[config.mk]
export PLATFORM = sky130hd
export DESIGN_NAME = pipe_hazard_ctrl
export DESIGN_NICKNAME = d
export VERILOG_FILES = /design/src/rtl/pipe_hazard_ctrl.sv
export SDC_FILE = /design/constraint.sdc
export NUM_CORES = 1
export LEC_CHECK = 0
export ABC_AREA = 1
export ABC_CLOCK_PERIOD_IN_PS = 2250
export BUFFER_PORTS_ARGS = -buffer_cell sky130_fd_sc_hd__buf_2
export CORE_ASPECT_RATIO = 1.75
export CORE_MARGIN = 8
export CORE_UTILIZATION = 45
export CTS_BUF_LIST = sky130_fd_sc_hd__clkbuf_4
export DETAILED_ROUTE_END_ITERATION = 7
export PLACE_DENSITY_LB_ADDON = 0.1
export SETUP_SLACK_MARGIN = 0.1
export SYNTH_ARGS = -nofsm -noshare
export SYNTH_HDL_FRONTEND = slang
export SYNTH_SLANG_ARGS = --single-unit
[constraint.sdc]
create_clock -name clk -period 2.25 [get_ports clk]
set_clock_uncertainty 0.15 [all_clocks]
set_input_delay 0.225 -clock clk [delete_from_list [all_inputs] [get_ports clk]]
set_output_delay 0.225 -clock clk [all_outputs]
set_load 0.02 [all_outputs]
[src/rtl/pipe_hazard_ctrl.sv]
// Pipeline sequencer for IF/ID/EX: load-use stalls, branch flushes,
// HLT parking and a saturating stall statistics counter.
module pipe_hazard_ctrl #(
  parameter int LOAD_LAT    = 2,
  parameter int FLUSH_DEPTH = 2
) (
  input  logic        clk,
  input  logic        rst,
  input  logic        run_in,
  input  logic        resume_in,
  input  logic        id_valid_in,
  input  logic        id_uses_src_in,
  input  logic        id_uses_tgt_in,
  input  logic [3:0]  id_src_gp_in,
  input  logic [3:0]  id_tgt_gp_in,
  input  logic        ex_valid_in,
  input  logic        ex_is_load_in,
  input  logic        ex_writes_gp_in,
  input  logic [3:0]  ex_tgt_gp_in,
  input  logic        halt_in,
  input  logic        branch_taken_in,
  input  logic [11:0] branch_target_in,
  output logic        if_en_out,
  output logic        id_en_out,
  output logic        ex_en_out,
  output logic        bubble_out,
  output logic        flush_out,
  output logic        pc_load_out,
  output logic [11:0] pc_target_out,
  output logic        halted_out,
  output logic [11:0] stall_count_out
);

  localparam int CMAX = (LOAD_LAT > FLUSH_DEPTH) ? LOAD_LAT : FLUSH_DEPTH;
  localparam int CW   = (CMAX > 1) ? $clog2(CMAX) : 1;
  localparam logic [CW-1:0] LD_INIT = CW'((LOAD_LAT > 1) ? LOAD_LAT - 2 : 0);
  localparam logic [CW-1:0] FL_INIT = CW'((FLUSH_DEPTH > 1) ? FLUSH_DEPTH - 2 : 0);

  typedef enum logic [1:0] {RUN, STALL, FLUSH, HALT} state_t;

  state_t        state, state_nx;
  logic [CW-1:0] cnt, cnt_nx;
  logic          hit, hz;

  assign hit = (id_uses_src_in && id_src_gp_in == ex_tgt_gp_in)
             | (id_uses_tgt_in && id_tgt_gp_in == ex_tgt_gp_in);
  assign hz  = id_valid_in & ex_valid_in & ex_is_load_in
             & ex_writes_gp_in & hit;

  always_ff @(posedge clk or posedge rst) begin
    if (rst) begin
      state <= RUN;
      cnt   <= '0;
    end else begin
      state <= state_nx;
      cnt   <= cnt_nx;
    end
  end

  always_comb begin
    state_nx      = state;
    cnt_nx        = cnt;
    if_en_out     = 1'b0;
    id_en_out     = 1'b0;
    ex_en_out     = 1'b0;
    bubble_out    = 1'b0;
    flush_out     = 1'b0;
    pc_load_out   = 1'b0;
    pc_target_out = 12'h000;
    halted_out    = 1'b0;
    if (!rst) begin
      halted_out = (state == HALT);
      if (run_in) begin
        unique case (state)
          RUN, STALL: begin
            if (halt_in) begin
              state_nx = HALT;
            end else if (branch_taken_in) begin
              if_en_out     = 1'b1;
              id_en_out     = 1'b1;
              ex_en_out     = 1'b1;
              flush_out     = 1'b1;
              pc_load_out   = 1'b1;
              pc_target_out = branch_target_in;
              if (FLUSH_DEPTH > 1) begin
                state_nx = FLUSH;
                cnt_nx   = FL_INIT;
              end else begin
                state_nx = RUN;
              end
            end else if (state == STALL || hz) begin
              ex_en_out  = 1'b1;
              bubble_out = 1'b1;
              if (state == STALL) begin
                if (cnt == '0) state_nx = RUN;
                else           cnt_nx   = cnt - 1'b1;
              end else if (LOAD_LAT > 1) begin
                state_nx = STALL;
                cnt_nx   = LD_INIT;
              end
            end else begin
              if_en_out = 1'b1;
              id_en_out = 1'b1;
              ex_en_out = 1'b1;
            end
          end
          FLUSH: begin
            if_en_out = 1'b1;
            id_en_out = 1'b1;
            ex_en_out = 1'b1;
            flush_out = 1'b1;
            if (cnt == '0) state_nx = RUN;
            else           cnt_nx   = cnt - 1'b1;
          end
          HALT: begin
            if (resume_in) state_nx = RUN;
          end
          default: state_nx = RUN;
        endcase
      end
    end
  end

  // Saturating count of bubble cycles
  always_ff @(posedge clk or posedge rst) begin
    if (rst)
      stall_count_out <= '0;
    else if (bubble_out && stall_count_out != 12'hFFF)
      stall_count_out <= stall_count_out + 12'd1;
  end

endmodule

# [Word level (Yosys, flattened, before mapping)]
# Index checks and enable logic that the tools add are counted.
[word_totals] ff_bits=15 input_bits=36 wordCells=73 out_inout_bits=31
[op_classes] n_bitwise=6 addsub=2 eq_ne=10 reduce_logical=9 mux=43
[op_table] cell="two-way mux 12 bit" count=5
[op_table] cell="two-way mux 1 bit" count=27
[op_table] cell="adder 12 x 1 -> 12 bit, second input constant" count=1
[op_table] cell="two-way mux 2 bit" count=6
[op_table] cell="!= test 12 bit, second input constant" count=1
[op_table] cell="equality test 4 bit" count=2
[op_table] cell="one-hot mux 1 bit (2 select lines)" count=4
[op_table] cell="one-hot mux 2 bit (3 select lines)" count=1
[op_table] cell="AND reduction 5 bit" count=1
[op_table] cell="AND 1 bit" count=4
[op_table] cell="equality test 2 bit, second input constant" count=2
[op_table] cell="!= test 2 bit, second input constant" count=2
[op_table] cell="!= test 4 bit, second input constant" count=1
[op_table] cell="AND reduction 4 bit" count=1
[op_table] cell="logical AND 1 bit" count=3
[op_table] cell="!= test 3 bit, second input constant" count=1
[op_table] cell="equality test 2 x 1 -> 1 bit, second input constant" count=1
[op_table] cell="zero test 2 bit" count=1
[op_table] cell="nonzero test 2 bit" count=1
[op_table] cell="OR reduction 2 bit" count=1
[op_table] cell="logical OR 1 bit" count=1
[op_table] cell="NOT 1 bit" count=1
[op_table] cell="bitwise OR 1 bit" count=1
[op_table] cell="subtractor 1 bit, second input constant" count=1

# [Longest topological paths before layout]
# Gate-level depths: netlist of run 1.
[logic_depth] word_depth=12 depth_mapped=12 depth_no_buf=11

# [Worst setup path after synthesis of run 1]
# OpenSTA, ideal clock, no wires.
[synth_timing] path_kind="input -> output" from="input rst" to="output pc_target_out[0]" required_ps=1875 n_path_buf=1 slack_ps=241 arrival_ps=1634 path_stages=8 cell_sequence="inv_2 nand2_1 nor2_1 inv_2 nor2_1 inv_1 clkbuf_1 nor2_1"
[synth_between] elab_chain_cells=1
[synth_lines] element="from (decl)" line_no="8" source="input logic rst,"
[synth_lines] element="two-way mux 12 bit" line_no="71" source="if (!rst) begin"
[synth_lines] element="to (decl)" line_no="29" source="output logic [11:0] pc_target_out,"
# No other way between the ends.

# [Final worst setup path of run 1]
[layout_timing] from="input rst" to="output pc_target_out[3]"
# Same word-level chain as after synthesis.

==> results of run 1 <==
==> sequential cells by signal, summed over array words and instances, names as in the netlist <==
signal,cells
state,2
stall_count_out,12
==> path summary, 6_finish.rpt <==
path / slack [ps] / start / end
worst min register to register: 360 / stall_count_out[11] / stall_count_out[11]
worst max-delay path: 210 / rst / pc_target_out[3]
worst min-delay path: 120 / branch_taken_in / state[1]
min in group asynchronous: 350 / rst / state[1]
worst max register to register: 320 / stall_count_out[0] / stall_count_out[9]
max in group asynchronous: 1430 / rst / stall_count_out[7]
==> power groups by stage <==
| stage | Sequential (uW) | Combinational, uW | Clock (uW) |
|---|---|---|---|
| after floorplan | 328 | 157 | 0 |
| after global placement | 315 | 255 | 0 |
| after detailed placement | 316 | 256 | 0 |
| after CTS | 311 | 258 | 147 |
| after global routing | 315 | 292 | 159 |
| final | 312 | 262 | 143 |
==> stage by stage <==
| stage | util [%] | hold WS, ps | power [uW] | instances | instance area, um2 |
|---|---|---|---|---|---|
| after floorplan | - | -104 | 485 | 204 | 1230 |
| after CTS | 60.2 | 126 | 716 | 297 | 1600 |
| after global placement | 59.0 | 105 | 570 | 293 | 1570 |
| final | 61.2 | 115 | 717 | 297 | 1630 |
| after detailed placement | 59.0 | 112 | 571 | 293 | 1570 |
| after global routing | 61.2 | 149 | 766 | 297 | 1630 |
==> kinds of logic (layout without fill, tap and decap cells) <==
logic type | count (synthesis) | after routing | share of synthesized area [%]
DFF | 14 | 14 | 28.5
buffers and inverters | 46 | 112 | 15.5
and+or+nand+nor | 127 | 127 | 45.4
xor gates and xnor gates | 9 | 9 | 6.41
AOI/OAI and AO/OA | 7 | 7 | 3.26
adders and majority gates | 1 | 1 | 1.02
==> what timing repair did <==
action,4_1_cts,5_1_grt
buffers inserted,0,0
hold buffers,1,0
hold endpoints to repair,14,0
resized for setup,0,11
endpoints found under the setup margin,0,15
==> Yosys cell counts (all sizes together) <==
| library cell | count | area (um2) |
|---|---|---|
| nand2 | 63 | 241 |
| inv | 40 | 150 |
| nor2 | 35 | 134 |
| dfrtp | 14 | 350 |
| nand3 | 14 | 80.1 |
| nand4 | 13 | 81.3 |
| xor2 | 5 | 43.8 |
| buf | 4 | 28.8 |
| xnor2 | 4 | 35.0 |
| a21oi | 2 | 10.0 |
| clkbuf | 2 | 11.3 |
| nor3 | 2 | 21.3 |
| o21ai | 2 | 10.0 |
| a21boi | 1 | 7.51 |
| a31oi | 1 | 6.26 |
| ha | 1 | 12.5 |
| o22ai | 1 | 6.26 |
==> cell type report <==
cell class                 instances  area (um2)
inverter                          40         153
tap                               27        33.8
multi-input combinational        144         703
clock buffer                       3        22.5
fill                             296        1030
sequential                        14         350
timing repair buffer              69         365
==> critical path, delay by kind of cell <==
kind | cells | cell delay [ps]
and+or+nand+nor | 4 | 390
buffers and inverters | 6 | 1040
==> routing by layer <==
metal	up-vias	global-route usage, %	part of all wire (%)
li1	755	-	-
met1	623	15.3	38
met2	55	26.2	53
met3	9	4.04	6.8
met4	0	5.18	1.7
met5	-	0	0
==> impl_metrics.yaml, run 1 <==
finish:
  antenna_cells: 0
  final_common_cell: "buf_2"
  drive_above_1_share_pct: 31.5
  area_growth_pct: 32.3
  nets: 309
  final_cell_mix: "62 x buf_2, 61 x nand2_1, 35 x inv_1, 32 x nor2_1, 14 x dfrtp_1"
worst_setup_path:
  r2r_cells: 7
  cp_data_required_time_ps: 1880
  start_kind: "input pin"
  worstPathMaxFanout: 12
  critPathMaxStageDelay_ps: 530
  crit_arrival_ps: 1670
  cp_slowest_cell: "dlygate4sd3_1"
  path_cells: "dlygate4sd3_1 > buf_2 > inv_2 > nand2_1 > nor2_1 > inv_2 > nor2_4 > inv_4 > nor2_1 > buf_2"
  crit_type: "in -> out"
  end_kind: "output port"
route:
  drc: 0
  vias: 1442
  drt-initial-drc-count: 32
  wl_mm: 3.69
  wire_per_inst_um: 12.4
  drt_pass1_iterations: 4
  postRouteAntennaNets: 0
  via_per_inst: 4.86
floorplanning:
  die_area_mm2: 0.00473
  die_w_um: 55.5
  core_mm2: 0.00266
  ios: 67
  start_util_pct: 46.3
  rows: 25
  die_y_um: 85.2
logic_synthesis:
  synth_seq_cells: 14
  syn_inst: 204
  yosysSeqAreaShare_pct: 28.5
  synth.distinct_cells: 26
  yosysWarnings: 0
  syn_nets: 241
  avgSynthCellArea_um2: 6.03
  synth_area_mm2: 0.00123
run_status:
  status: "finished, final reports clean"
pwr:
  power_frac_seq_pct: 43.4
  p_clk_share_pct: 20.0
  powerDensity_mw_per_mm2: 441
  p_comb_share_pct: 36.6
  switchingPower_uw: 284
  power_leakage_uw: 0.00105
  p_int_uw: 433
  irDropWorstVdd_mv: 0.389
  switching_share_pct: 39.6
global_route:
  gr-total-overflow: 0
  grt_pass1_vias: 1338
  grt_start_max_net_pins: 16
  grt_pass1_wl_mm: 5.87
  grtUsageTotal_pct: 14.5
  antenna_found_initial: 0
placed_design:
  dp_worst_setup_slack_ps: 356
  gp_congestion: 0.808
  portBuffers: 66
  dpl.hpwl_mm: 2.91
worst_hold_path:
  hold_class: "in -> reg"
  holdPathStages: 3
timing:
  rsz0062_at_grt: "true"
  hold_viol_final: 0
  layout_setup_ws_ps: 207
  worst_pin_slew_ps: 290
  slew_headroom_pct: 80.6
  period_share_pct: 90.8
  fin_crit_ps: 2040
  fmax_ghz: 0.489
  fin_setup_tns_ps: 0
  report.final.slew_viol_count: 0
  setup_viol: 0
run:
  max_cap_viol_count: 0
cts:
  cts_tree: "yes"
  numCtsBuffers: 3
  clk_path_buf_depth: 2
  root_buffer: "clkbuf_4"
  clkTransAtPathRegs_ps: 80
  cts_sinks: 14
  clk_latency_ps: 280
  h-tree-depth: 1
(Power assumes the default switching activity.)
==> inputs of run 2 (changes only) <==
--- a/config.mk
+++ b/config.mk
@@ -10,7 +10,7 @@
 export BUFFER_PORTS_ARGS = -buffer_cell sky130_fd_sc_hd__buf_2
 export CORE_ASPECT_RATIO = 1.75
 export CORE_MARGIN = 8
-export CORE_UTILIZATION = 45
+export CORE_UTILIZATION = 43
 export CTS_BUF_LIST = sky130_fd_sc_hd__clkbuf_4
 export DETAILED_ROUTE_END_ITERATION = 7
 export PLACE_DENSITY_LB_ADDON = 0.1
==> run 2 against run 1 <==
  * Utilization down 0.81 points
  * Hold slack better by 16 ps
  * Non-clock buffer count up 1
  * Critical path depth down 3
  * Combinational power barely moved
  * Via count about the same
  * Cell area is 1.0% higher
  * Critical endpoint is now stall_count_out[0]
  * Routed wire length down 2.6%
  * Highest routed layer unchanged
==> impl_metrics.yaml, run 2 (synthesized netlist as in run 1, its figures left out) <==
worst_setup_path:
  crit_end: "stall_count_out[0]"
  cp_data_required_time_ps: 2310
  crit_type: "reg -> reg"
  worstPathMaxFanout: 13
  crit_arrival_ps: 2000
  rr_startpoint: "stall_count_out[0]"
  start_kind: "register"
  reg2reg_slack_ps: 310
  rr_endpoint: "stall_count_out[0]"
  critPathLaunch: "stall_count_out[0]"
  r2r_cells: 7
  end_kind: "register"
timing:
  rsz0062_at_grt: "false"
  fmax_ghz: 0.515
  fin_setup_tns_ps: 0
  timing.hold.ws_ps: 131
  setup_viol: 0
  worst_pin_slew_ps: 289
  period_share_pct: 86.2
  fin_crit_ps: 1940
  slew_headroom_pct: 80.7
  hold_viol_final: 0
  report.final.slew_viol_count: 0
global_route:
  grtUsageTotal_pct: 14.0
  grt_pass1_vias: 1386
  antenna_found_initial: 0
  gr-total-overflow: 0
  grt_start_max_net_pins: 16
  grt_pass1_wl_mm: 5.81
cts:
  clk_latency_ps: 270
  clkTransAtPathRegs_ps: 70
  cts_tree: "yes"
  h-tree-depth: 1
  root_buffer: "clkbuf_4"
  cts_sinks: 14
  numCtsBuffers: 3
  clk_path_buf_depth: 2
placed_design:
  dpl.hpwl_mm: 2.89
  portBuffers: 66
  placed_cells: 293
  place_area_mm2: 0.00157
  gp_congestion: 0.808
finish:
  final_common_cell: "buf_2"
  antenna_cells: 0
  area_growth_pct: 33.7
  post-route-cell-area_mm2: 0.00164
  nets: 311
  fillers: 285
  final_cells: 299
  largest_reg_flops: 12
  reg_top3: "stall_count_out: 12 flops, state: 2 flops"
  regMostFlops: "stall_count_out"
  final_cell_mix: "61 x buf_2, 60 x nand2_1, 35 x inv_1, 32 x nor2_1, 14 x dfrtp_1"
  drive_above_1_share_pct: 32.0
floorplanning:
  start_util_pct: 45.2
  ios: 67
  core_mm2: 0.00272
  die_area_mm2: 0.00490
  die_y_um: 86.8
  rows: 25
  die_w_um: 56.4
route:
  drt_pass1_iterations: 4
  wl_mm: 3.60
  via_per_inst: 4.82
  vias: 1441
  drc: 0
  wire_per_inst_um: 12.0
  postRouteAntennaNets: 0
  drt-initial-drc-count: 31
pwr:
  p_int_uw: 434
  switching_share_pct: 38.6
  switchingPower_uw: 273
  p_comb_share_pct: 37.0
  p_clk_share_pct: 19.1
  power_leakage_uw: 0.00106
  power_frac_seq_pct: 43.9
  irDropWorstVdd_mv: 0.396
  powerDensity_mw_per_mm2: 430
worst_hold_path:
  hold_class: "in -> reg"
run_status:
  status: "finished, final reports clean"
run:
  max_cap_viol_count: 0
-- run 2: repair_timing --
| item | 4_1_cts | 5_1_grt |
|---|---|---|
| endpoints found under the setup margin | 0 | 14 |
| hold endpoints to repair | 14 | 0 |
| hold buffers | 1 | 0 |
| buffers inserted | 0 | 1 |
| resized for setup | 0 | 12 |
-- run 2: power groups by stage --
stage               logic [uW]  clock network [uW]  registers [uW]
global route               295                 146             315
detailed placement         255                   0             315
finish                     262                 135             311
global placement           253                   0             315
floorplan                  157                   0             328
CTS                        257                 139             310
-- run 2: per-layer routing --
metal  vias to the layer above  part of all wire (%)  routed length, um  GRT usage [%]
li1                        765                     -                  -              -
met1                       632                    39               1420           13.3
met2                        38                    54               1960           27.4
met3                         6                   4.1                149           2.93
met4                         0                   2.0                 72           5.93
met5                         -                     0                  0              0
-- run 2: final cells by class --
type	count	area [um2]	share of cell area (%)
clock buffers	3	22.5	1.37
inverters	40	150	9.13
multi-input cells	144	702	42.7
flip-flops and latches	14	350	21.3
well taps	27	33.8	2.05
repair buffers	70	378	23.0
repair inverters	1	7.51	0.457
-- run 2: critical path, cell delays in order (launching register included) --
cell and delay (ps):
dfrtp_1 440, ha_1 250, nand2_2 100, nor3_4 240, nand3_2 260, nand3_2 290, nand2_1 90, nand2_1 60
-- run 2: stage by stage --
stage	setup slack [ps]	util, %	total power, uW
2_1_floorplan	241	-	485
3_3_place_gp	397	57.7	568
3_5_place_dp	338	57.7	569
4_1_cts	127	58.9	705
5_1_grt	128	60.4	756
6_report	310	60.4	707
-- run 2: worst min path at each step --
stage                         start            endpoint  cells past startpoint
finish              branch_taken_in            state[1]                      3
floorplan                       rst  stall_count_out[0]                      1
detailed placement              rst            state[1]                      3
global route                    rst            state[1]                      5
global placement                rst            state[1]                      3
CTS                 branch_taken_in            state[1]                      3
==> inputs of run 3 (changes only) <==
--- a/config.mk
+++ b/config.mk
@@ -13,6 +13,7 @@
 export CORE_UTILIZATION = 43
 export CTS_BUF_LIST = sky130_fd_sc_hd__clkbuf_4
 export DETAILED_ROUTE_END_ITERATION = 7
+export GPL_TIMING_DRIVEN = 0
 export PLACE_DENSITY_LB_ADDON = 0.1
 export SETUP_SLACK_MARGIN = 0.1
 export SYNTH_ARGS = -nofsm -noshare
==> run 3 against run 2 <==
  * Fmax shrank 3.2%
  * Largest cell class unchanged
  * Count of clock-buffer cells in the layout is the same
  * Combinational power grew 2%
  * Highest routed layer unchanged
  * Hold slack lost 24 ps
  * Sequential power is essentially flat
==> impl_metrics.yaml, run 3 (synthesized netlist as in run 1, its figures left out) <==
run_status:
  status: "finished, final reports clean"
worst_setup_path:
  rr_startpoint: "stall_count_out[0]"
  reg2reg_slack_ps: 410
  cp_top_family: "buffers and inverters"
  path_cells: "inv_1 > nand2_1 > nand2_2 > buf_4 > o22ai_1 > buf_4 > buf_2"
  cp_slowest_cell: "dfrtp_1"
  crit_buf_inv: 4
  start_kind: "register"
  worstPathMaxFanout: 10
  rr_endpoint: "stall_count_out[5]"
  cp_data_required_time_ps: 1880
  crit_path_frequent_cell: "buf_4"
  critPathLaunch: "state[1]"
  critPathMaxStageDelay_ps: 410
  end_kind: "output port"
  r2r_cells: 7
  crit_arrival_ps: 1630
  crit_type: "reg -> out"
floorplanning:
  ios: 67
  die_y_um: 86.8
  start_util_pct: 45.2
  die_area_mm2: 0.00490
  die_w_um: 56.4
  core_mm2: 0.00272
  rows: 25
placed_design:
  gp_congestion: 0.802
  portBuffers: 66
  place_area_mm2: 0.00159
  dpl.hpwl_mm: 2.80
route:
  via_per_inst: 4.75
  vias: 1429
  drc: 0
  drt-initial-drc-count: 23
  drt_pass1_iterations: 4
  wire_per_inst_um: 11.3
  wl_mm: 3.40
  postRouteAntennaNets: 0
cts:
  clkTransAtPathRegs_ps: 80
  numCtsBuffers: 3
  h-tree-depth: 1
  cts_tree: "yes"
  clk_path_buf_depth: 2
  cts_sinks: 14
  clk_latency_ps: 280
  root_buffer: "clkbuf_4"
  postCtsSetupBuffers: 0
finish:
  drive_above_1_share_pct: 31.0
  largest_reg_flops: 12
  nets: 313
  fillers: 288
  final_common_cell: "buf_2"
  post-route-cell-area_mm2: 0.00163
  reg_top3: "stall_count_out: 12 flops, state: 2 flops"
  area_growth_pct: 32.3
  final_cell_mix: "68 x buf_2, 61 x nand2_1, 36 x inv_1, 34 x nor2_1, 14 x dfrtp_1"
  antenna_cells: 0
  regMostFlops: "stall_count_out"
  post-route-util_pct: 59.8
timing:
  period_share_pct: 89.1
  report.final.slew_viol_count: 0
  fin_crit_ps: 2010
  fin_setup_tns_ps: 0
  worst_pin_slew_ps: 646
  hold_viol_final: 0
  rsz0062_at_grt: "false"
  fmax_ghz: 0.499
  slew_headroom_pct: 56.8
  setup_viol: 0
worst_hold_path:
  hold_end: "state[1]"
  hold_class: "in -> reg"
  min-delay-start: "branch_taken_in"
  holdPathStages: 3
global_route:
  grt_start_max_net_pins: 15
  grt_pass1_wl_mm: 5.89
  grt_pass1_vias: 1409
  antenna_found_initial: 0
  grtUsageTotal_pct: 14.2
  gr-total-overflow: 0
pwr:
  fin_total_pwr_uw: 722
  powerDensity_mw_per_mm2: 443
  power_leakage_uw: 0.00107
  irDropWorstVdd_mv: 0.407
run:
  max_cap_viol_count: 0
## run 3: how the worst max path moves through the flow
stage / to / slack, ps / depth (start not counted)
2_1_floorplan: pc_target_out[0] / 240 / 8
3_3_place_gp: pc_target_out[4] / 240 / 10
5_1_grt: if_en_out / 110 / 7
6_report: if_en_out / 240 / 7
4_1_cts: if_en_out / 220 / 7
3_5_place_dp: pc_target_out[9] / 250 / 10
## run 3: tightest hold or removal path: stages
cell and delay, ps:
buf_2 90, nor2_1 40, o21ai_0 150
## run 3: what timing repair did
| action | CTS | global route |
|---|---|---|
| gates resized for setup | 0 | 3 |
| hold buffers | 1 | 0 |
| setup endpoints to repair | 0 | 4 |
| endpoints found under the hold margin | 14 | 0 |
## run 3: metal layers
metal	routed length [um]	vias to the layer above	GRT usage, %
li1	-	763	-
met3	196	7	4.10
met2	1850	36	26.6
met4	72	0	5.93
met5	0	-	0
met1	1280	623	13.7
## run 3: final cells by class
| class | instances | area [um2] | share of cell area, % |
|---|---|---|---|
| Inverter | 40 | 150 | 9.22 |
| Multi-Input combinational cell | 144 | 689 | 42.4 |
| Tap cell | 27 | 33.8 | 2.08 |
| Buffer | 6 | 41.3 | 2.54 |
| Clock buffer | 3 | 22.5 | 1.38 |
| Sequential cell | 14 | 350 | 21.5 |
| Timing Repair Buffer | 67 | 340 | 20.9 |
## run 3: where the power goes
group          leakage (uW)  internal [uW]  switching [uW]  total (uW)
clock             0.0000138           62.2            80.1         142
sequential         0.000191            277            36.4         313
combinational      0.000865            102             164         266
total               0.00107            441             281         722
## run 3: per-stage QoR
stage / hold slack (ps) / setup slack [ps] / cells
after floorplan: -104 / 241 / 204
after global placement: 68.2 / 238 / 297
after detailed placement: 66.7 / 251 / 297
after CTS: 112 / 219 / 301
after global routing: 169 / 107 / 301
final: 108 / 245 / 301
